**src/rtl/div_pkg.sv**
```systemverilog
// ---------------------------------------------------------------------------
// div_pkg
// Shared definitions for the divider arbiter:
//   - state_e  : arbiter FSM states (IDLE, ISSUE, WAIT, DONE)
//   - clog2    : ceiling log2 for parameter derivation
//   - id_width : requester-ID width, never narrower than one bit
// ---------------------------------------------------------------------------
package div_pkg;

  typedef enum logic [1:0] {
    ST_IDLE  = 2'd0,
    ST_ISSUE = 2'd1,
    ST_WAIT  = 2'd2,
    ST_DONE  = 2'd3
  } state_e;

  // Ceiling log2; clog2(1) = 0, clog2(4) = 2, clog2(5) = 3.
  function automatic int clog2(input int value);
    int w;
    w = 0;
    for (int i = 0; i < 31; i++) begin
      if ((32'sd1 << i) < value) begin
        w = i + 1;
      end
    end
    return w;
  endfunction

  // A requester index needs at least one bit even when clog2 returns 0.
  function automatic int id_width(input int reqs);
    int w;
    w = clog2(reqs);
    return (w < 1) ? 1 : w;
  endfunction

endpackage

```
**src/rtl/div_arbiter_rr.sv**
```systemverilog
// ---------------------------------------------------------------------------
// rr_arbiter
// Purely combinational round-robin pick. The search starts one position after
// ptr and wraps modulo REQS, so the last winner has the lowest priority.
// The pointer register itself lives in the parent.
// Ports:
//   req   in  REQS  request vector
//   ptr   in  IW    index of the previous winner
//   gnt   out REQS  one-hot winner (all zero when nothing is requested)
//   idx   out IW    binary index of the winner
//   valid out 1     at least one request present
// ---------------------------------------------------------------------------
module rr_arbiter
  import div_pkg::*;
#(
  parameter int REQS = 4,
  parameter int IW   = id_width(REQS)
) (
  input  logic [REQS-1:0] req,
  input  logic [IW-1:0]   ptr,
  output logic [REQS-1:0] gnt,
  output logic [IW-1:0]   idx,
  output logic            valid
);

  // Scan ptr+1, ptr+2, ... (mod REQS) and keep the first requester found.
  always_comb begin
    logic [IW-1:0] cand_idx;
    int            cand;
    gnt      = {REQS{1'b0}};
    idx      = {IW{1'b0}};
    valid    = 1'b0;
    cand_idx = {IW{1'b0}};
    cand     = 0;
    for (int k = 1; k <= REQS; k++) begin
      cand     = (int'(ptr) + k) % REQS;
      cand_idx = IW'(cand);
      if (!valid && req[cand_idx]) begin
        valid = 1'b1;
        idx   = cand_idx;
      end else begin
        valid = valid;
      end
    end
    if (valid) begin
      gnt[idx] = 1'b1;
    end else begin
      gnt = {REQS{1'b0}};
    end
  end

endmodule

```
**src/rtl/div_arbiter.sv**
```systemverilog
// ---------------------------------------------------------------------------
// div_arbiter
// Shares one sequential divider between REQS requesters. A round-robin winner
// has its operands captured, the divider is started with a one-cycle pulse,
// and the result is returned on res_* together with a done pulse tagged to
// the winner. This block is the only driver of div_start.
//
// Optional feature, macro DIV_ARB_ZERO_BYPASS_EN:
//   a winner whose divisor is zero skips the divider and goes IDLE -> DONE
//   with res_ovf=1, res_q=all ones, res_r=dividend[N-1:0].
//
// Ports:
//   clk, rst            clock (rising edge), synchronous active-high reset
//   req/req_a/req_b     request levels and flattened operands per requester
//   gnt                 one-hot pulse: operands of requester i captured this edge
//   done                one-hot pulse: result for requester i valid this cycle
//   res_q/res_r/res_ovf registered quotient, remainder, overflow
//   busy                high in every state except IDLE
//   div_start           start pulse to the divider
//   div_a/div_b         captured operands, stable from ISSUE through DONE
//   div_rdy/div_q/div_r/div_ovf  divider handshake and results
// ---------------------------------------------------------------------------
module div_arbiter
  import div_pkg::*;
#(
  parameter int N    = 4,
  parameter int REQS = 4
) (
  input  logic              clk,
  input  logic              rst,
  input  logic [REQS-1:0]   req,
  input  logic [REQS*2*N-1:0] req_a,
  input  logic [REQS*N-1:0] req_b,
  output logic [REQS-1:0]   gnt,
  output logic [REQS-1:0]   done,
  output logic [N-1:0]      res_q,
  output logic [N-1:0]      res_r,
  output logic              res_ovf,
  output logic              busy,
  output logic              div_start,
  output logic [2*N-1:0]    div_a,
  output logic [N-1:0]      div_b,
  input  logic              div_rdy,
  input  logic [N-1:0]      div_q,
  input  logic [N-1:0]      div_r,
  input  logic              div_ovf
);

  localparam int IW = id_width(REQS);

  state_e          state_q, state_d;
  logic [IW-1:0]   ptr_q, ptr_d;
  logic [IW-1:0]   tag_q, tag_d;
  logic            wait_first_q, wait_first_d;
  logic [2*N-1:0]  opa_q, opa_d;
  logic [N-1:0]    opb_q, opb_d;
  logic [N-1:0]    quot_q, quot_d;
  logic [N-1:0]    rem_q, rem_d;
  logic            ovf_q, ovf_d;

  logic [REQS-1:0] arb_gnt;
  logic [IW-1:0]   arb_idx;
  logic            arb_valid;
  logic [2*N-1:0]  win_a;
  logic [N-1:0]    win_b;

  rr_arbiter #(
    .REQS (REQS),
    .IW   (IW)
  ) u_rr (
    .req   (req),
    .ptr   (ptr_q),
    .gnt   (arb_gnt),
    .idx   (arb_idx),
    .valid (arb_valid)
  );

  // Select the winner's operand slices.
  always_comb begin
    win_a = {(2*N){1'b0}};
    win_b = {N{1'b0}};
    for (int i = 0; i < REQS; i++) begin
      if (arb_idx == IW'(i)) begin
        win_a = req_a[i*2*N +: 2*N];
        win_b = req_b[i*N +: N];
      end else begin
        win_a = win_a;
      end
    end
  end

  // Next-state, capture and grant logic.
  always_comb begin
    state_d      = state_q;
    ptr_d        = ptr_q;
    tag_d        = tag_q;
    wait_first_d = wait_first_q;
    opa_d        = opa_q;
    opb_d        = opb_q;
    quot_d       = quot_q;
    rem_d        = rem_q;
    ovf_d        = ovf_q;
    gnt          = {REQS{1'b0}};
    case (state_q)
      ST_IDLE: begin
        // Gated by rst so no grant is shown while the block is being reset.
        if (!rst && arb_valid && div_rdy) begin
          gnt          = arb_gnt;
          opa_d        = win_a;
          opb_d        = win_b;
          tag_d        = arb_idx;
          ptr_d        = arb_idx;
          wait_first_d = 1'b1;
`ifdef DIV_ARB_ZERO_BYPASS_EN
          if (win_b == {N{1'b0}}) begin
            state_d = ST_DONE;
            quot_d  = {N{1'b1}};
            rem_d   = win_a[N-1:0];
            ovf_d   = 1'b1;
          end else begin
            state_d = ST_ISSUE;
          end
`else
          state_d = ST_ISSUE;
`endif
        end else begin
          state_d = ST_IDLE;
        end
      end
      ST_ISSUE: begin
        state_d      = ST_WAIT;
        wait_first_d = 1'b1;
      end
      ST_WAIT: begin
        // The divider may still show ready in the first WAIT cycle, so that
        // cycle is skipped before div_rdy is trusted.
        if (wait_first_q) begin
          wait_first_d = 1'b0;
        end else if (div_rdy) begin
          quot_d  = div_q;
          rem_d   = div_r;
          ovf_d   = div_ovf;
          state_d = ST_DONE;
        end else begin
          state_d = ST_WAIT;
        end
      end
      ST_DONE: begin
        state_d = ST_IDLE;
      end
      default: begin
        state_d = ST_IDLE;
      end
    endcase
  end

  // Done pulse decoded from the registered state and tag.
  always_comb begin
    done = {REQS{1'b0}};
    if (state_q == ST_DONE) begin
      done[tag_q] = 1'b1;
    end else begin
      done = {REQS{1'b0}};
    end
  end

  // State and datapath registers.
  always_ff @(posedge clk) begin
    if (rst) begin
      state_q      <= ST_IDLE;
      ptr_q        <= IW'(REQS - 1);
      tag_q        <= {IW{1'b0}};
      wait_first_q <= 1'b0;
      opa_q        <= {(2*N){1'b0}};
      opb_q        <= {N{1'b0}};
      quot_q       <= {N{1'b0}};
      rem_q        <= {N{1'b0}};
      ovf_q        <= 1'b0;
    end else begin
      state_q      <= state_d;
      ptr_q        <= ptr_d;
      tag_q        <= tag_d;
      wait_first_q <= wait_first_d;
      opa_q        <= opa_d;
      opb_q        <= opb_d;
      quot_q       <= quot_d;
      rem_q        <= rem_d;
      ovf_q        <= ovf_d;
    end
  end

  assign res_q     = quot_q;
  assign res_r     = rem_q;
  assign res_ovf   = ovf_q;
  assign div_a     = opa_q;
  assign div_b     = opb_q;
  assign busy      = (state_q != ST_IDLE);
  assign div_start = (state_q == ST_ISSUE);

endmodule
```
**config.mk**
```make
export PLATFORM = sky130hd
export DESIGN_NAME = div_arbiter
export DESIGN_NICKNAME = d
export VERILOG_FILES = /design/src/rtl/div_pkg.sv /design/src/rtl/div_arbiter_rr.sv /design/src/rtl/div_arbiter.sv
export SDC_FILE = /design/constraint.sdc
export NUM_CORES = 1
export LEC_CHECK = 0
export CORE_AREA = 4 4 75 77
export DETAILED_ROUTE_END_ITERATION = 7
export DIE_AREA = 0 0 79 81
export PLACE_DENSITY_LB_ADDON = 0.15
export SYNTH_ARGS = -nofsm -noshare
export SYNTH_HDL_FRONTEND = slang
export SYNTH_SLANG_ARGS = --single-unit
```
**constraint.sdc**
```tcl
create_clock -name clk -period 1.57 [get_ports clk]
set_clock_uncertainty 0.15 [all_clocks]
set_input_delay 0.314 -clock clk [delete_from_list [all_inputs] [get_ports clk]]
set_output_delay 0.314 -clock clk [all_outputs]
set_load 0.02 [all_outputs]
```
# Yosys cells after proc, flatten, opt, wreduce, memory -nomap -nowiden
# Index checks and enable logic that the tools add are counted.
dict set report classes {
  n_mux 38
  n_reduce_logical 18
  n_eq_ne 8
  n_lt_le_gt_ge 8
  n_addsub 4
  bitwise_logic 1
}
# cell count
set op_table {}
lappend op_table {{two-way mux 4 bit} 8}
lappend op_table {{two-way mux 8 bit} 4}
lappend op_table {{less-than comparator 2 x 3 -> 1 bit, second input constant} 6}
lappend op_table {{two-way mux 1 bit} 13}
lappend op_table {{two-way mux 2 bit} 5}
lappend op_table {{binary-select mux 1 bit (select 2 bit)} 4}
lappend op_table {{== test 2 bit, second input constant} 4}
lappend op_table {{case mux 2 bit (4 select lines)} 1}
lappend op_table {{logical AND 1 bit} 7}
lappend op_table {{adder 2 x 1 -> 2 bit, second input constant} 2}
lappend op_table {{adder 2 bit, second input constant} 2}
lappend op_table {{demux 1 bit (select 2 bit)} 2}
lappend op_table {{== test 2 x 1 -> 1 bit, second input constant} 2}
lappend op_table {{>= comparator 2 x 1 -> 1 bit, second input constant} 2}
lappend op_table {{logical NOT 1 bit} 4}
lappend op_table {{logical NOT 2 bit} 2}
lappend op_table {{inequality test 2 bit, second input constant} 2}
lappend op_table {{AND reduction 2 bit} 2}
lappend op_table {{case mux 1 bit (3 select lines)} 1}
lappend op_table {{AND reduction 3 bit} 1}
lappend op_table {{nonzero test 3 bit} 1}
lappend op_table {{nonzero test 2 bit} 1}
lappend op_table {{NOT 1 bit} 1}
dict set report word_totals {
  out_inout_bits 31
  register_bits 28
}

# Longest topological paths before layout
# Gate-level depths: netlist of the first run.
dict set report depth {
  ltp_word 20
  mapped_depth 7
}

# Cells and area by module
# From an unflattened synthesis of the first run, not the netlist that was laid out.
dict set report unflattened {
  cells_unflattened 171
  area_unflattened_um2 1637.8
}
# module cells_each n_inst seq_area_each_um2 area_per_inst_um2
set by_module_without_submodules {}
lappend by_module_without_submodules {div_arbiter 144 1 560.5 1478.9}
lappend by_module_without_submodules {rr_arbiter 27 1 0.0 158.9}

# Worst setup path after synthesis of the first run
# OpenSTA, ideal clock, no wires.
dict set report synth_timing {
  kind {reg-to-output}
  startpoint {reg state_q[0]}
  endpoint {out gnt[1]}
  stages_incl_launch_ff 6
  path_buffers 0
  t_arrival_ns 1.479
  path_slack_ns -0.373
  path_cell_list {dfxtp_1 inv_1 ha_1 inv_1 or3_1 nor2b_1}
}
dict set report synth_via {
  elab_chain_len 2
}
# item line
set synth_lines {}
lappend synth_lines {{start: declaration} div_arbiter.sv:51} ;# state_e state_q, state_d;
lappend synth_lines {{start signal: assignment} div_arbiter.sv:180} ;# state_q <= state_d;
lappend synth_lines {{logical NOT 2 bit} div_arbiter.sv:104} ;# case (state_q)
lappend synth_lines {{two-way mux 4 bit} div_arbiter.sv:104}
lappend synth_lines {{end: declaration} div_arbiter.sv:34} ;# output logic [REQS-1:0] gnt,
# No other way between the ends.

# Worst setup path after layout of the first run
dict set report layout_timing {
  startpoint {reg ptr_q[1]}
  endpoint {out gnt[1]}
}
dict set report layout_via {
  elab_chain_len 20
}
# item line
set layout_lines {}
lappend layout_lines {{start: declaration} div_arbiter.sv:52} ;# logic [IW-1:0] ptr_q, ptr_d;
lappend layout_lines {{start signal: assignment} div_arbiter.sv:171} ;# ptr_q <= IW'(REQS - 1);
lappend layout_lines {{start signal: assignment} div_arbiter.sv:181} ;# ptr_q <= ptr_d;
lappend layout_lines {{adder 2 x 1 -> 2 bit} div_arbiter_rr.sv:36} ;# cand = (int'(ptr) + k) % REQS;
lappend layout_lines {{binary-select mux 1 bit (select 2 bit)} div_arbiter_rr.sv:38} ;# if (!valid && req[cand_idx]) begin
lappend layout_lines {{two-way mux 1 bit (implied by the code)} div_arbiter_rr.sv:38}
lappend layout_lines {{two-way mux 1 bit} div_arbiter_rr.sv:38}
lappend layout_lines {{logical NOT 1 bit} div_arbiter_rr.sv:38}
lappend layout_lines {{logical AND 1 bit} div_arbiter_rr.sv:38}
lappend layout_lines {{two-way mux 1 bit} div_arbiter_rr.sv:38}
lappend layout_lines {{logical NOT 1 bit} div_arbiter_rr.sv:38}
lappend layout_lines {{[... 4 more ...]} --}
lappend layout_lines {{two-way mux 2 bit} div_arbiter_rr.sv:38}
lappend layout_lines {{less-than comparator 2 x 3 -> 1 bit (implied by the code) or >= comparator 2 x 1 -> 1 bit (tied branches)} div_arbiter_rr.sv:46} ;# gnt[idx] = 1'b1;
lappend layout_lines {{logical AND 1 bit (implied by the code)} div_arbiter_rr.sv:46}
lappend layout_lines {{two-way mux 1 bit (implied by the code)} div_arbiter_rr.sv:46}
lappend layout_lines {{demux 1 bit (select 2 bit)} --}
lappend layout_lines {{two-way mux 4 bit} div_arbiter_rr.sv:45} ;# if (valid) begin
lappend layout_lines {{two-way mux 4 bit (*)} div_arbiter.sv:107} ;# if (!rst && arb_valid && div_rdy) begin
lappend layout_lines {{two-way mux 4 bit (*)} div_arbiter.sv:104}
# Mark *: on every way between the ends. The rest lies on a longest branch, timed or not. The select of a mux whose other input is x is not followed.

==> out/summary.txt, run 1 <==
Die span in y: 81 um
TritonCTS clock tree: built
Clock Tree Root: clkbuf_8
Worst EP arrival: 1570 ps
Synth-to-Final Area Change: 92.7%
Dpl cells: 351
Maximum clock rate: 0.493 GHz
Top-level port count: 95
Syn avg cell area: 9.77 um^2
Pwr dens: 777 mW/mm^2
CP endpoint kind: output pin
Initial antenna violation count: 0
Largest net degree at the start of global routing: 25
Post-synth EDFFs: 0
Post-Syn Area: 0.00169 mm^2
Post-route ant nets: 0
Max-slew violations: 0
GRT Residual Overflow: 0
Fillers: 436
CORE AREA: 0.00501 mm^2
Async set-reset flop share out of synthesis: 0
Global-route wire length before repair: 7.76 mm
Vias in the first global route: 1,715
Slew @ Worst Pin: 267 ps
HP Class: reg2reg
RR Startpoint: ptr_q[1]$_SDFFE_PP1P_
CTS Hold Bufs: 0
CTS max path bufs: 2
Crit Path Class: reg2out
Register bit total from synthesis: 28
First-iteration detailed-routing DRC count: 39
Number of I/O port buffers: 94
Syn Nets: 241
DIE AREA: 0.00640 mm^2
CTS H-tree depth: 1
Initial DRT Pass Iterations: 4
Max IR drop VDD: 0.404 mV
Hold Path End: div_a[7]$_SDFFE_PP0P_
Rows: 26
Layout Nets: 364
Final Cycle Share: 1.29
Hold Crit Depth: 2
GP Congestion: 0.772
Post-route cell area: 0.00326 mm^2
WL/cell: 14.1 um
R2R setup slack: -340 ps
Pleak: 1.47 nW
Final wirelength: 5.13 mm
Worst slack, placed: -1200 ps
Vias per cell: 4.59
Critical path required time: 1110 ps
Starting density of the core: 0.337
Cells after synthesis: 173
Synthesis Warnings: 0
Fin util: 0.650
Final Hold Vio Count: 0
Worst r2r dst: div_b[2]$_SDFFE_PP0P_
Post-route DRC: 0
Slowest cell on crit path: dfxtp_4
Max cap viols: 0
Final HPWL DP: 3.73 mm
Reg area: 571 um^2
Cell Area, Placed: 0.00291 mm^2
Die Wd: 79 um
Share of layout cells above drive strength 1: 0.393
Hold Crit Start: div_a[7]$_SDFFE_PP0P_
RSZ-0062 raised after global routing: yes
Via count: 1,676
Setup ws final: -460 ps
Final setup vio count: 33
Slowest stage delay, CP: 370 ps
Clock transition at path regs: 90 ps
Clock latency on the worst-skew pair: 270 ps
Seq/Total Area, Yosys: 0.332
Violated checks: setup timing
Clk sinks: 28
Total track usage: 0.153
Multi-input logic area: 0.00123 mm^2
Layout Cells excl Fill: 365
Tmin final: 2030 ps
Critical-path cell list: nor3b_4, a211oi_4, or3_4, nor2b_4, buf_6
Yosys cell types: 37
CTS Buf Count: 3
Slew HR: 0.821
# diodes: 0
Most used DFF post-synth: dfxtp_1
Worst r2r path cells: 6
Outcome: finished, violations left
CP Launch Type: flop
Critical Path Fanout Max: 4
-- registers in the layout, indices dropped and copies added, names as in the netlist --
signal,cells
wait_first_q,1
ptr_q,2
res_r,4
tag_q,2
res_ovf,1
div_a,8
div_b,4
state_q,2
res_q,4
-- placed cells by master, fill, tap and decap left out, types with 2 or more instances in the layout --
cell,count
mux2_2,8
buf_4,21
nor2_1,13
nor3b_4,2
a21oi_1,3
nand3_1,14
dlygate4sd2_1,23
nand2_2,2
buf_6,18
mux2_4,4
clkbuf_8,4
o21a_1,2
clkdlybuf4s50_1,57
buf_2,3
inv_2,3
dfxtp_2,2
o21ai_2,13
nand3_4,2
mux2i_1,32
and3_4,2
nand2_1,2
nor2_4,2
nor2_2,3
ha_4,4
dfxtp_1,24
nand2_4,2
dfxtp_4,2
buf_12,3
-- how the worst max path moves through the flow --
stage | cells after the start | slack [ps] | to | from
after floorplan | 6 | -130 | gnt[3] | ptr_q[0]$_SDFFE_PP1P_
final | 5 | -460 | gnt[1] | ptr_q[1]$_SDFFE_PP1P_
after global routing | 5 | -530 | gnt[1] | ptr_q[1]$_SDFFE_PP1P_
after CTS | 5 | -440 | gnt[1] | ptr_q[1]$_SDFFE_PP1P_
after detailed placement | 6 | -1200 | gnt[0] | req[3]
after global placement | 6 | -1160 | gnt[1] | req[3]
-- logic make-up after synthesis --
family                   count (synthesis)  synth area share
AND/OR/NAND/NOR                         55             0.165
adder cells (fa/ha/maj)                  4            0.0296
buffers and inverters                   15            0.0703
AO/OA/AOI/OAI                           26             0.119
multiplexers                            45             0.284
flip-flops                              28             0.332
-- through the flow --
stage	setup TNS (ps)	total power [mW]	hold slack, ps
4_1_cts	-7150	2.48	320
6_report	-6230	2.53	318
3_5_place_dp	-22740	1.84	309
5_1_grt	-8920	2.68	337
3_3_place_gp	-22050	1.83	305
2_1_floorplan	-2250	1.45	233
-- cells in the mapped netlist (3+ instances only) --
cell | count | area (um^2)
mux2_2 | 8 | 90.1
inv_1 | 5 | 18.8
a21oi_1 | 5 | 25.0
mux2_4 | 4 | 60.1
clkbuf_1 | 3 | 11.3
ha_1 | 4 | 50.1
nand3_1 | 15 | 75.1
o21ai_2 | 12 | 105
nand2_1 | 6 | 22.5
mux2i_1 | 33 | 330
dfxtp_1 | 28 | 561
buf_6 | 3 | 33.8
nor2_1 | 18 | 67.6
-- layout make-up --
type,count,area share
clock buffer,3,0.0127
clock inverter,1,0.00922
inverter,5,0.00653
multi-input combinational,130,0.378
sequential,28,0.175
tap,70,0.0269
timing repair buffer,128,0.391
-- what timing repair did --
action / in CTS / in global routing
pin swaps: 12 / 15
buffers inserted: 4 / 7
cloned: 1 / 1
gates resized for setup: 118 / 32
endpoints found under the setup margin: 49 / 36
-- routing by layer --
layer,vias to the layer above,global-route usage,wire (um)
li1,861,-,-
met1,758,0.171,2030
met2,50,0.288,2760
met3,7,0.0355,279
met4,0,0.0447,63
met5,-,0,0
-- critical path: cells and delay by family (launching register included) --
family / cells / cell delay, ps
AO/OA/AOI/OAI: 1 / 70
buffers and inverters: 1 / 120
flip-flops: 1 / 370
AND/OR/NAND/NOR: 3 / 730
-- report_power, final --
part	internal, mW	switching [mW]	total, mW	leakage, nW
registers	0.785	0.0530	0.838	0.230
logic	0.642	0.480	1.12	1.20
clock network	0.341	0.229	0.571	0.0357
Power figures use the tool's default switching activity.
==> run 2, diff against run 1 <==
--- a/config.mk
+++ b/config.mk
@@ -8,7 +8,9 @@
 export CORE_AREA = 4 4 75 77
 export DETAILED_ROUTE_END_ITERATION = 7
 export DIE_AREA = 0 0 79 81
+export GPL_TIMING_DRIVEN = 1
 export PLACE_DENSITY_LB_ADDON = 0.15
 export SYNTH_ARGS = -nofsm -noshare
 export SYNTH_HDL_FRONTEND = slang
+export SYNTH_HIERARCHICAL = 1
 export SYNTH_SLANG_ARGS = --single-unit
==> run 2 against run 1 <==
  * The flow still finishes with violations (setup timing)
  * Count of clock-buffer cells in the layout is 1 higher
  * Flip-flop and latch count stayed put
  * Global-route usage is 0.83 points lower
  * First-iteration DRC count is 44% lower
  * Sequential share of layout area is 0.15 points lower
  * Core utilization stayed put
  * Design area stayed put
  * Area after synthesis is 3.1% lower
  * Wire length is 3.1% lower
  * Fmax is 1.9% higher
  * Critical path type is now reg2reg
  * Critical endpoint is now div_a[0]$_SDFFE_PP0P_
  * Largest power group unchanged
==> out/summary.txt, run 2 <==
Number of I/O port buffers: 94 (unchanged)
Clock Tree Root: clkbuf_8
Share of layout cells above drive strength 1: 0.421 (+0.0275)
Max reg flops: 8 (unchanged)
Vias in the first global route: 1,639 (-4.4%)
Worst Setup EP: div_a[0]$_SDFFE_PP0P_
Slew HR: 0.814 (-0.00782)
Internal power: 1.61 mW (-9.0%)
Final HPWL DP: 3.69 mm (-0.95%)
Via count: 1,730 (+3.2%)
Compound-Gate Fraction of Synth Area: 0.146 (+0.0267)
First-iteration detailed-routing DRC count: 22 (-44%)
Syn Nets: 239 (-0.83%)
Final setup vio count: 35 (+6.1%)
Clock latency on the worst-skew pair: 270 ps (about the same)
RR Startpoint: ptr_q[0]$_SDFFE_PP1P_
# diodes: 0 (unchanged)
Global-route wire length before repair: 7.44 mm (-4.2%)
Initial DRT Pass Iterations: 4 (unchanged)
Area share of and/or/nand/nor cells after synthesis: 0.193 (+0.0275)
CP Launch Type: flop
Synth-to-Final Area Change: 98.9%
Beginning of the critical path: ptr_q[0]$_SDFFE_PP1P_
Highest metal used: met4
Logic gate share of total power: 0.449 (+0.006)
Post-Syn Area: 0.00164 mm^2 (-3.1%)
Post-route DRC: 0 (unchanged)
Area contributors post-synth: dfxtp_1 (34%), mux4_2 (12%), nand2_1 (7.8%), mux2i_1 (5.5%), mux4_1 (4.8%)
Sequential Power Share: 0.353 (+0.022)
Critical Path Fanout Max: 6 (+2)
Max IR drop VDD: 0.556 mV (+37%)
Worst EP arrival: 2000 ps (+430 ps)
Pleak: 1.45 nW (-1.6%)
Outcome: finished, violations left
Clock power frac: 0.197 (-0.029)
TritonCTS clock tree: built
Top-level port count: 95 (unchanged)
Fin util: 0.650 (unchanged)
Worst r2r path cells: 8 (+2)
Synthesis Warnings: 6 (+6)
Yosys cell types: 38 (+2.7%)
Starting density of the core: 0.327 (-0.0105)
Most used DFF post-synth: dfxtp_1
Cell Area, Placed: 0.00289 mm^2 (-0.56%)
Violated checks: setup timing
CTS max path bufs: 2 (unchanged)
Sw Ratio: 0.287 (-0.0143)
Met3 wire length: 300 um (+7.5%)
Tmin final: 1990 ps (-37.9 ps)
Async set-reset flop share out of synthesis: 0 (unchanged)
Worst r2r dst: div_a[0]$_SDFFE_PP0P_
Initial antenna violation count: 0 (unchanged)
CORE AREA: 0.00501 mm^2 (unchanged)
R2R setup slack: -420 ps (-80 ps)
Final wirelength: 4.98 mm (-3.1%)
GP Congestion: 0.827 (+7.1%)
CTS H-tree depth: 1 (unchanged)
Final Hold Vio Count: 0 (unchanged)
Max cap viols: 0 (unchanged)
Max-slew violations: 0 (unchanged)
RSZ-0062 raised after global routing: yes
DIE AREA: 0.00640 mm^2 (unchanged)
Seq/Total Area, Yosys: 0.342 (+0.0106)
Yosys top cell area share: 0.342 (+0.0106)
WL met2: 2.60 mm (-5.8%)
Cells after synthesis: 171 (-1.2%)
Post-synth EDFFs: 0 (unchanged)
Register bit total from synthesis: 28 (unchanged)
Largest area contributor in the netlist: dfxtp_1
Most frequent cells in the layout: clkdlybuf4s50_1 (57), buf_4 (31), nand2_1 (27)
Critical path required time: 1580 ps (+470 ps)
Pwr dens: 693 mW/mm^2 (-11%)
Clock transition at path regs: 100 ps (about the same)
Largest net degree at the start of global routing: 30 (+20%)
Syn avg cell area: 9.58 um^2 (-2.0%)
Total track usage: 0.144 (-0.00828)
HP Class: reg2reg
Die span in y: 81 um (unchanged)
Largest family of logic cells by synthesized area: multiplexers
Rows: 26 (unchanged)
Layout Nets: 378 (+3.8%)
Final Cycle Share: 1.27 (-0.0241)
Post-route ant nets: 0 (unchanged)
CP endpoint kind: flop
Wl on met1: 2.02 mm (-0.44%)
XOR/XNOR Fraction of Synth Area: 0 (unchanged)
Top cells by count, synth: nand2_1 (34), dfxtp_1 (28), nor2_1 (16)
WL/cell: 13.1 um (-6.7%)
Maximum clock rate: 0.502 GHz (+1.9%)
Most common cell in the synthesized netlist: nand2_1
GRT Residual Overflow: 0 (unchanged)
CTS Buf Count: 3 (unchanged)
Mux contribution to synthesized area: 0.227 (-0.0573)
Vias per cell: 4.56 (-0.59%)
Clk sinks: 28 (unchanged)
Setup ws final: -422 ps (+37.9 ps)
Sw power: 0.647 mW (-15%)
Fillers: 438 (+0.46%)
Die Wd: 79 um (unchanged)
Slew @ Worst Pin: 279 ps (+11.7 ps)
Most common cell after layout, fill and taps aside: clkdlybuf4s50_1
Adder-Cell Fraction of Synth Area: 0.0306 (+0.000950)
Crit Path Class: reg2reg
Post-route cell area: 0.00326 mm^2 (unchanged)
Total negative setup slack: -9690 ps (-3460 ps)
==> run 2: timing repair <==
action                     in CTS  in global routing
pin swaps                      13                 14
buffers inserted               11                 11
setup endpoints to repair      49                 37
cloned                          1                  1
hold buffers                    0                  0
gates resized for setup       114                 31
==> run 2: how the worst min path moves through the flow <==
| stage | startpoint | to | slack, ps | depth (start not counted) |
|---|---|---|---|---|
| after floorplan | ptr_q[1]$_SDFFE_PP1P_ | ptr_q[1]$_SDFFE_PP1P_ | 300 | 2 |
| after global placement | div_b[3]$_SDFFE_PP0P_ | div_b[3]$_SDFFE_PP0P_ | 290 | 2 |
| after detailed placement | div_b[3]$_SDFFE_PP0P_ | div_b[3]$_SDFFE_PP0P_ | 300 | 2 |
| after CTS | div_b[3]$_SDFFE_PP0P_ | div_b[3]$_SDFFE_PP0P_ | 310 | 2 |
| after global routing | div_b[3]$_SDFFE_PP0P_ | div_b[3]$_SDFFE_PP0P_ | 320 | 2 |
| final | div_b[3]$_SDFFE_PP0P_ | div_b[3]$_SDFFE_PP0P_ | 310 | 2 |
==> run 2: per-stage QoR <==
step / total power, mW / hold slack, ps / cells / worst slack (ps)
after floorplan: 1.25 / 301 / 171 / -293
after global placement: 1.64 / 291 / 355 / -1020
after detailed placement: 1.64 / 296 / 355 / -1100
after CTS: 2.20 / 307 / 370 / -440
after global routing: 2.38 / 321 / 379 / -493
final: 2.26 / 305 / 379 / -422
==> run 2: power groups by stage <==
stage	Combinational (mW)	Clock [mW]	Sequential, mW
2_1_floorplan	0.408	0	0.842
3_3_place_gp	0.833	0	0.810
3_5_place_dp	0.835	0	0.810
4_1_cts	0.948	0.459	0.795
5_1_grt	1.09	0.487	0.804
6_report	1.01	0.445	0.797
==> run 2: critical path: stages (launching register included) <==
cell,delay (ps)
dfxtp_2,370
and2b_2,260
o21ai_4,160
o311ai_4,120
buf_6,140
buf_12,130
mux4_2,420
nand2_2,90
a21oi_2,40
==> run 2: layout make-up <==
type | instances | area [um^2] | area share
timing repair buffer | 144 | 1400 | 0.429
inverter | 6 | 25.0 | 0.00768
clock buffer | 4 | 55.1 | 0.0169
tap | 70 | 87.6 | 0.0269
multi-input combinational | 127 | 1130 | 0.346
sequential | 28 | 566 | 0.174
==> run 2: routing by layer <==
layer  vias to the layer above  global-route usage
met2                        54               0.262
met5                         -                   0
met4                         0              0.0275
met3                         4              0.0322
li1                        879                   -
met1                       793               0.177
==> run 2: cells by family after synthesis <==
logic type	Yosys count
compound gates	34
fa+ha+maj	4
buf+inv	16
flops	28
mux	21
simple gates	68
==> run 3, diff against run 2 <==
--- a/config.mk
+++ b/config.mk
@@ -10,6 +10,7 @@
 export DIE_AREA = 0 0 79 81
 export GPL_TIMING_DRIVEN = 1
 export PLACE_DENSITY_LB_ADDON = 0.15
+export SKIP_LAST_GASP = 1
 export SYNTH_ARGS = -nofsm -noshare
 export SYNTH_HDL_FRONTEND = slang
 export SYNTH_HIERARCHICAL = 1
==> run 3 against run 2 <==
  * The flow still finishes with violations (setup timing)
  * Core utilization is 0.15 points lower
  * Critical path depth stayed put
  * Sequential power hardly changed
  * Fmax hardly changed
  * Design area is 0.23% lower
  * Wire length is 0.26% lower
  * Worst hold slack hardly changed
  * Worst setup slack better by 0.66 ps
  * Largest power group unchanged
  * Combinational power hardly changed
  * Die area stayed put
==> out/summary.txt, run 3 (synthesis results as in run 2) <==
Cell family with the largest share of critical-path delay: multiplexers
# diodes: 0 (unchanged)
Worst r2r path cells: 8 (unchanged)
Fillers: 437 (-0.23%)
RSZ-0062 raised after global routing: yes
TritonCTS clock tree: built
Top-level port count: 95 (unchanged)
Outcome: finished, violations left
Max reg flops: 8 (unchanged)
Critical Path Fanout Max: 6 (unchanged)
Hold Path End: div_b[3]$_SDFFE_PP0P_
Post-route ant nets: 0 (unchanged)
Post-route cell area: 0.00325 mm^2 (-0.23%)
Worst path bufs/invs: 2 (unchanged)
Maximum clock rate: 0.502 GHz (about the same)
Most common cell after layout, fill and taps aside: clkdlybuf4s50_1
First-iteration detailed-routing DRC count: 30 (+36%)
Critical-path cell list: and2b_2, o21ai_4, o311ai_4, buf_6, buf_12, mux4_2, nand2_2, a21oi_2
Critical path required time: 1580 ps (about the same)
Initial DRT Pass Iterations: 4 (unchanged)
Worst EP arrival: 2000 ps (about the same)
Clock latency on the worst-skew pair: 270 ps (about the same)
GP Congestion: 0.827 (unchanged)
Violated checks: setup timing
CTS H-tree depth: 1 (unchanged)
Die Wd: 79 um (unchanged)
Number of I/O port buffers: 94 (unchanged)
Starting density of the core: 0.327 (unchanged)
Rows: 26 (unchanged)
WL/cell: 13.1 um (-0.26%)
Worst r2r dst: div_a[0]$_SDFFE_PP0P_
HP Class: reg2reg
Post-route DRC: 0 (unchanged)
Slew HR: 0.814 (about the same)
Total track usage: 0.144 (unchanged)
Final wirelength: 4.96 mm (-0.26%)
Max IR drop VDD: 0.555 mV (-0.21%)
Final Cycle Share: 1.27 (about the same)
Share of layout cells above drive strength 1: 0.417 (-0.00324)
Max-slew violations: 0 (unchanged)
GRT Residual Overflow: 0 (unchanged)
Final HPWL DP: 3.69 mm (unchanged)
Max cap viols: 0 (unchanged)
Crit Path Class: reg2reg
Vias in the first global route: 1,639 (unchanged)
Layout Nets: 378 (unchanged)
Pwr dens: 693 mW/mm^2 (+0.13%)
Hold Crit Start: div_b[3]$_SDFFE_PP0P_
Tmin final: 1990 ps (-0.655 ps)
Pleak: 1.45 nW (+0.17%)
Most frequent cells in the layout: clkdlybuf4s50_1 (57), buf_4 (30), nand2_1 (27)
Initial antenna violation count: 0 (unchanged)
R2R setup slack: -420 ps (about the same)
Slowest cell on crit path: mux4_2
CTS Buf Count: 3 (unchanged)
Die span in y: 81 um (unchanged)
CTS Hold Bufs: 0 (unchanged)
CORE AREA: 0.00501 mm^2 (unchanged)
Clk sinks: 28 (unchanged)
Slowest stage delay, CP: 420 ps (about the same)
Vias per cell: 4.55 (-0.23%)
Synth-to-Final Area Change: 98.4%
Global-route wire length before repair: 7.44 mm (unchanged)
Total power: 2.25 mW (-0.10%)
DIE AREA: 0.00640 mm^2 (unchanged)
Largest net degree at the start of global routing: 30 (unchanged)
Final setup vio count: 35 (unchanged)
Hold Crit Depth: 2 (unchanged)
Cell Area, Placed: 0.00289 mm^2 (unchanged)
CP Launch Type: flop
Clock Tree Root: clkbuf_8
RR Startpoint: ptr_q[0]$_SDFFE_PP1P_
Clock transition at path regs: 100 ps (about the same)
Final Hold Vio Count: 0 (unchanged)
Slew @ Worst Pin: 279 ps (-0.0876 ps)
Via count: 1,726 (-0.23%)
CTS max path bufs: 2 (unchanged)
CP endpoint kind: flop
Setup ws final: -422 ps (+0.655 ps)
## run 3: power by group
group / switching, mW / total (mW) / internal, mW
sequential: 0.0353 / 0.797 / 0.762
clock: 0.220 / 0.445 / 0.224
combinational: 0.390 / 1.01 / 0.622
## run 3: per-stage QoR
step	util	setup slack [ps]	hold slack [ps]	std cells	TNS, ps
after floorplan	-	-293	301	171	-3100
after global placement	0.577	-1020	291	355	-20510
after detailed placement	0.577	-1100	296	355	-21240
after CTS	0.619	-440	307	370	-7230
after global routing	0.649	-493	321	379	-12320
final	0.649	-422	305	379	-9680
## run 3: timing repair
item,in CTS,in global routing
setup endpoints to repair,49,37
buffers inserted,11,11
pin swaps,13,13
gates resized for setup,113,29
gates cloned,1,1
## run 3: metal layers
metal  wire length [um]  part of all wire  vias to the layer above  track usage
li1                   -                 -                      878            -
met1               2020              0.41                      792        0.177
met2               2600              0.52                       52        0.262
met3                290             0.058                        4       0.0322
met4                 54             0.011                        0       0.0275
met5                  0                 0                        -            0
## run 3: final cells by class
| type | instances | area [um^2] | area share |
|---|---|---|---|
| repair buffers | 144 | 1390 | 0.429 |
| multi-input cells | 127 | 1120 | 0.345 |
| flip-flops and latches | 28 | 566 | 0.174 |
| well taps | 70 | 87.6 | 0.0270 |
| clock buffers | 4 | 55.1 | 0.0169 |
| inverters | 6 | 25.0 | 0.00770 |
## run 3: how the worst max path moves through the flow
stage,end,slack (ps),startpoint,cells after the start
after floorplan,div_a[0]$_SDFFE_PP0P_,-290,ptr_q[0]$_SDFFE_PP1P_,7
after global placement,gnt[2],-1020,req[3],6
after detailed placement,gnt[0],-1100,req[3],6
after CTS,div_b[2]$_SDFFE_PP0P_,-440,ptr_q[0]$_SDFFE_PP1P_,8
after global routing,div_b[3]$_SDFFE_PP0P_,-490,ptr_q[0]$_SDFFE_PP1P_,8
final,div_a[0]$_SDFFE_PP0P_,-420,ptr_q[0]$_SDFFE_PP1P_,8
## run 3: worst reg2reg max path, cell delays in order, from the launching register on
cell,delay (ps)
dfxtp_2,370
and2b_2,260
o21ai_4,160
o311ai_4,120
buf_6,140
buf_12,130
mux4_2,420
nand2_2,90
a21oi_2,40
